[config.mk]
export PLATFORM = sky130hd
export DESIGN_NAME = fwd_hazard_ctrl
export DESIGN_NICKNAME = d
export VERILOG_FILES = /design/src/rtl/fwd_hazard_ctrl.sv
export SDC_FILE = /design/constraint.sdc
export NUM_CORES = 1
export LEC_CHECK = 0
export BUFFER_PORTS_ARGS = -buffer_cell sky130_fd_sc_hd__buf_2
export CAP_MARGIN = 10
export CORE_MARGIN = 8
export CORE_UTILIZATION = 34
export DETAILED_ROUTE_END_ITERATION = 6
export SETUP_SLACK_MARGIN = 0.3
export SLEW_MARGIN = 20
export SYNTH_ARGS = -nofsm -noshare
export SYNTH_HDL_FRONTEND = slang
export SYNTH_SLANG_ARGS = --single-unit
[constraint.sdc]
create_clock -name CLK -period 10.9 [get_ports CLK]
set_input_delay 3.27 -clock CLK [delete_from_list [all_inputs] [get_ports CLK]]
set_output_delay 3.27 -clock CLK [all_outputs]
set_load 0.02 [all_outputs]
[src/rtl/fwd_hazard_ctrl.sv]
// Forwarding/hazard controller: tracks in-flight destinations per post-ID stage,
// registers per-operand forwarding selects and raises latency-based stall bubbles.
module fwd_match #(
  parameter int NSTAGES = 3,
  parameter int RW      = 5,
  parameter int SW      = 2
) (
  input  logic                            en_i,
  input  logic [RW-1:0]                   src_i,
  input  logic [NSTAGES-1:0]              tag_vld_i,
  input  logic [NSTAGES-1:0][RW-1:0]      tag_reg_i,
  input  logic [NSTAGES-1:0][SW-1:0]      tag_rdy_i,
  output logic [SW-1:0]                   sel_o,
  output logic                            haz_o
);
  // Scan oldest to youngest so the youngest producer's verdict is the one kept.
  always_comb begin
    sel_o = '0;
    haz_o = 1'b0;
    if (en_i) begin
      for (int j = NSTAGES-1; j >= 0; j--) begin
        if (tag_vld_i[j] && tag_reg_i[j] == src_i) begin
          if (SW'(j+1) >= tag_rdy_i[j]) begin
            sel_o = SW'(j+1);
            haz_o = 1'b0;
          end else begin
            sel_o = '0;
            haz_o = 1'b1;
          end
        end
      end
    end
  end
endmodule

module fwd_hazard_ctrl #(
  parameter  int NREGS      = 32,
  parameter  int NSTAGES    = 3,
  parameter  int NSRC       = 2,
  parameter  int ALU_READY  = 1,
  parameter  int LOAD_READY = 2,
  localparam int RW         = $clog2(NREGS),
  localparam int SW         = $clog2(NSTAGES+1)
) (
  input  logic                 CLK,
  input  logic                 RESET,
  input  logic                 ID_VALID,
  input  logic [NSRC*RW-1:0]   ID_SRC,
  input  logic [NSRC-1:0]      ID_SRC_USE,
  input  logic [RW-1:0]        ID_DST,
  input  logic                 ID_REGWRITE,
  input  logic                 ID_ISLOAD,
  input  logic                 HOLD,
  input  logic                 FLUSH,
  output logic [NSRC*SW-1:0]   FWD_SEL,
  output logic                 STALL,
  output logic [15:0]          STALL_COUNT
);
  // Entry [j] describes the instruction in stage j+1.
  logic [NSTAGES-1:0]          vld_pipe_q;
  logic [NSTAGES-1:0][RW-1:0]  reg_q;
  logic [NSTAGES-1:0][SW-1:0]  rdy_q;
  logic [NSRC-1:0][SW-1:0]     sel_q, sel_d;
  logic [15:0]                 cnt_q, cnt_d;
  logic [NSRC-1:0]             haz_src;
  logic                        haz, ins, ent_vld_d;
  logic [SW-1:0]               ent_rdy_d;

  for (genvar i = 0; i < NSRC; i++) begin : g_op
    fwd_match #(.NSTAGES(NSTAGES), .RW(RW), .SW(SW)) u_match (
      .en_i      (ID_VALID & ID_SRC_USE[i] & (ID_SRC[i*RW +: RW] != '0)),
      .src_i     (ID_SRC[i*RW +: RW]),
      .tag_vld_i (vld_pipe_q),
      .tag_reg_i (reg_q),
      .tag_rdy_i (rdy_q),
      .sel_o     (sel_d[i]),
      .haz_o     (haz_src[i])
    );
  end

  assign haz       = (|haz_src) & ID_VALID & ~FLUSH;
  assign STALL     = HOLD | haz;
  assign ins       = ID_VALID & ~FLUSH & ~STALL;
  assign ent_vld_d = ins & ID_REGWRITE & (ID_DST != '0);
  assign ent_rdy_d = ID_ISLOAD ? SW'(LOAD_READY) : SW'(ALU_READY);
  assign cnt_d     = (haz && cnt_q != 16'hFFFF) ? cnt_q + 16'd1 : cnt_q;

  always_ff @(posedge CLK or negedge RESET) begin
    if (!RESET) begin
      vld_pipe_q <= '0;
      reg_q      <= '0;
      rdy_q      <= '0;
      sel_q      <= '0;
      cnt_q      <= '0;
    end else if (!HOLD) begin
      for (int k = NSTAGES-1; k > 0; k--) begin
        vld_pipe_q[k] <= vld_pipe_q[k-1];
        reg_q[k]      <= reg_q[k-1];
        rdy_q[k]      <= rdy_q[k-1];
      end
      vld_pipe_q[0] <= ent_vld_d;
      reg_q[0]      <= ID_DST;
      rdy_q[0]      <= ent_rdy_d;
      sel_q         <= ins ? sel_d : '0;
      cnt_q         <= cnt_d;
    end
  end

  assign FWD_SEL     = sel_q;
  assign STALL_COUNT = cnt_q;
endmodule

==> reports/summary.md <==
The run finished with clean final reports. The area growth from synthesis to layout is 17.8%. The fraction of met1 tracks used by global routing is 13.5%. The largest individual stage delay along the critical path comes from the cell sky130_fd_sc_hd__o32ai_4. The number of buffers and inverters on the critical path came out at 2. VDD sags by at most 0.0000797 V.

Counting flops with an async set or reset pin after synthesis yields a share of 100%. The final weighted congestion of routability-driven global placement was 0.880. The class of the most critical setup path was in2out. The most frequent standard cell in the layout excluding fill and tap cells is sky130_fd_sc_hd__buf_2. Counting cells, the worst reg-to-reg path comes to 7.

The number of different library cells used by synthesis comes to 41. The count of nets left with antenna violations once routing finished came out at 0. In this run the most used layer during global routing was met2. The cell type with the highest occurrence count on the critical path was sky130_fd_sc_hd__buf_2.

The fraction of layout cells with a size suffix above 1 is 31.7%, and the overall die area is 0.00954 sq mm. Type of destination of the critical path: an output port. The pin count of the biggest net entering global routing was 43; the net count after synthesis was 229. The number of standard cells after synthesis is 204. After detailed routing, the average wire length per cell comes to 15.6 um. The post-synthesis sequential element count is 42. CTS saw 42 sinks.

TritonCTS built the clock tree. The number of nets in the layout was 276; the cell depth of the worst setup path was 8. The synthesized area per cell was 11.1 sq um; the fmax was 117 MHz.

Setup violations remaining at the end of the flow were counted as 0. The number of iterations in the first detailed-routing pass is 4, and the time the worst path needs with I/O delays and setup is 8.52 ns. The residual overflow from global routing came out at 0.

After detailed routing, the number of vias per cell comes to 5.13. The most instantiated flip-flop cell in the synthesis netlist was sky130_fd_sc_hd__dfrtp_1. 45 I/O pins were placed.

The via count of the first global-routing pass was 1703; the number of H-tree levels was 2. The setup total negative slack was 0 ns; the detailed router's first-iteration violation count was 64. Buffers inserted during clock tree synthesis total 5.

The synthesized design spends more area on one cell type than any other, namely sky130_fd_sc_hd__dfrtp_1. The final clock period utilization by the worst path works out to 78.2%. Global routing consumed, over all layers together, 11.0% of the routing resources.

The die width was 97.7 um. The largest fanout on the critical path was 18. For this configuration, the core starts out at a cell density of 35.5%. Measured against its own limit, the worst slew margin works out to 39.0%. The tools report the area of the mapped netlist as 0.00227 sq mm. The count of input and output buffers was 44.

The library cells used most frequently in the layout, excluding fill and tap cells, are 44 x sky130_fd_sc_hd__buf_2, 42 x sky130_fd_sc_hd__dfrtp_1, 25 x sky130_fd_sc_hd__xnor2_1, 20 x sky130_fd_sc_hd__xor2_1, 19 x sky130_fd_sc_hd__nand2_1. Once the clock tree was built, the resizer swapped 0 gates to a different size. The first global-routing pass estimated 8710 um of wire. The diode insertion count for antenna repair is 0, and the number of buffers added for setup after CTS is 0. In this run the vertical extent of the chip is 97.7 um. The tools report the terminus of the critical flop-to-flop path as STALL_COUNT[1]$_DFFE_PN0P_.

The tools report the startpoint type of the worst setup path as an input port. The signal on the critical path passes through buf_2 -> xor2_1 -> nor4_1 -> and3_2 -> a21oi_1 -> o32ai_4 -> a31o_2 -> buf_2. In this run the critical register-to-register path is launched from reg_q[4]$_DFFE_PN0N_. For the initial antenna violation count, the log shows 0.

Clock latency on the worst-skew pair, taken at its later pin, is 0.29 ns. In this run, synthesis inferred 0 flip-flops with an integrated enable. The core box area came out at 0.00639 sq mm.

Clock tree synthesis selected as its root buffer the cell sky130_fd_sc_hd__clkbuf_8. For this run, the number of Yosys warnings is 0. For this design, the CTS-stage hold fixing added 0 buffers.

By area the synthesized netlist is led by sky130_fd_sc_hd__dfrtp_1 46%, sky130_fd_sc_hd__xnor2_1 9.7%, sky130_fd_sc_hd__mux2_2 8.9%. Dividing total power by cell area gives a power density of 131 mW/mm^2. The number of max-cap violations was 0. Setup repair after global routing left no endpoint under its margin. In this run the worst setup path begins at ID_SRC[4]. After clock tree synthesis, the clock-pin slew on the worst setup and hold paths is 0.08 ns. Broken down by cell family, the worst path's largest delay share belongs to compound AO/OA/AOI/OAI gates. The termination of the worst setup path was STALL.

In the routed design, unresolved DRC markers number 0. For the slack of the worst reg-to-reg path, the log shows 8.36 ns. On the final layout, the worst clock skew is 0.00598 ns. The worst endpoint data arrival time was 5.25 ns; the slew of the pin with the lowest slew margin was 0.915 ns. Across all hold checks on the routed design, the worst slack comes to 0.494 ns.

For met2 alone, demand over resource in global routing was 18.5%. The tools report the static leakage power as 1.17 nW. The clock passes through at most 2 buffers.

The final route contains 1689 vias. The tools report the number of cell rows as 29. The largest single stage delay on the critical path is 0.63 ns. The share of the Yosys chip area taken by registers is 46.3%.

The path class of the tightest hold or removal check is reg2reg. The final number of hold-violating endpoints is 0. Wires add up to 5140 um.

The max-slew violation count is 0, and the area share of the leading cell type in the synthesized netlist is 46.3%. Data on the critical path is required at its endpoint by 7.63 ns. The HPWL after detailed placement came out at 4010 um.

The global-route track usage on met3 was 2.13%.
-- registers in the layout, indices dropped and copies added, names as in the netlist --
signal	flops
STALL_COUNT	16
reg_q	15
FWD_SEL	4
rdy_q	4
vld_pipe_q	3
-- cells by family (layout without fill, tap and decap cells) --
kind of cell               after synthesis  in the layout  synth area share (%)
and+or+nand+nor                         70             70                  16.8
adders and majority gates                1              1                 0.551
AOI/OAI and AO/OA                       17             17                  7.01
muxes                                   21             21                  10.3
buffers and inverters                    8             56                  1.65
DFF                                     42             42                  46.3
xor gates and xnor gates                45             45                  17.4
-- per-stage QoR --
stage,util [%],instance area [sq um],worst slack (ns),total power [mW],std cells
finish,41.8,2670,2.38,0.350,329
global placement,40.1,2560,2.41,0.230,321
global route,41.8,2670,2.17,0.367,329
CTS,41.8,2670,2.37,0.356,329
floorplan,-,2270,2.84,0.212,204
detailed placement,40.1,2560,2.38,0.231,321
-- layer usage --
metal | wire length, um | part of all wire (%) | up-vias
met5 | 0 | 0 | -
met4 | 59 | 1.1 | 0
met3 | 120 | 2.3 | 4
met2 | 2630 | 51 | 27
met1 | 2330 | 45 | 829
li1 | - | - | 829
-- final cells by class --
cell class / count / area, sq um
Multi-Input combinational cell: 154 / 1180
Clock inverter: 2 / 37.5
Sequential cell: 42 / 1050
Timing Repair Buffer: 44 / 220
Tap cell: 77 / 96.3
Inverter: 4 / 15.0
Clock buffer: 6 / 72.6
Fill cell: 642 / 3710
-- power by group --
part / switching, mW / total, mW / internal [mW]
clock: 0.0543 / 0.123 / 0.0684
sequential: 0.0133 / 0.180 / 0.167
combinational: 0.0224 / 0.0473 / 0.0249
-- worst min path at each step --
stage	startpoint	end	slack, ns	cells past startpoint
3_5_place_dp	FWD_SEL[3]$_DFFE_PN0N_	FWD_SEL[3]$_DFFE_PN0N_	0.48	1
6_report	STALL_COUNT[12]$_DFFE_PN0P_	STALL_COUNT[12]$_DFFE_PN0P_	0.49	1
3_3_place_gp	FWD_SEL[2]$_DFFE_PN0N_	FWD_SEL[2]$_DFFE_PN0N_	0.48	1
4_1_cts	STALL_COUNT[12]$_DFFE_PN0P_	STALL_COUNT[12]$_DFFE_PN0P_	0.50	1
5_1_grt	FWD_SEL[3]$_DFFE_PN0N_	FWD_SEL[3]$_DFFE_PN0N_	0.53	1
2_1_floorplan	rdy_q[3]$_DFFE_PN0N_	rdy_q[3]$_DFFE_PN0N_	0.47	2
-- synthesized netlist by cell type, types with 2 or more instances --
cell and instances:
sky130_fd_sc_hd__nand3b_1 2, sky130_fd_sc_hd__inv_1 4, sky130_fd_sc_hd__xnor2_1 25, sky130_fd_sc_hd__nand3_1 8, sky130_fd_sc_hd__nand4_1 9, sky130_fd_sc_hd__nor4_1 5
sky130_fd_sc_hd__nor3_1 9, sky130_fd_sc_hd__mux2_2 18, sky130_fd_sc_hd__nor2_1 4, sky130_fd_sc_hd__o21ai_0 2, sky130_fd_sc_hd__and3_1 4, sky130_fd_sc_hd__dfrtp_1 42
sky130_fd_sc_hd__buf_1 2, sky130_fd_sc_hd__xor2_1 20, sky130_fd_sc_hd__nand2_1 19, sky130_fd_sc_hd__a21oi_1 3, sky130_fd_sc_hd__mux2i_1 2, sky130_fd_sc_hd__a32o_1 3
Note: power is estimated with default switching activity, not from simulation.
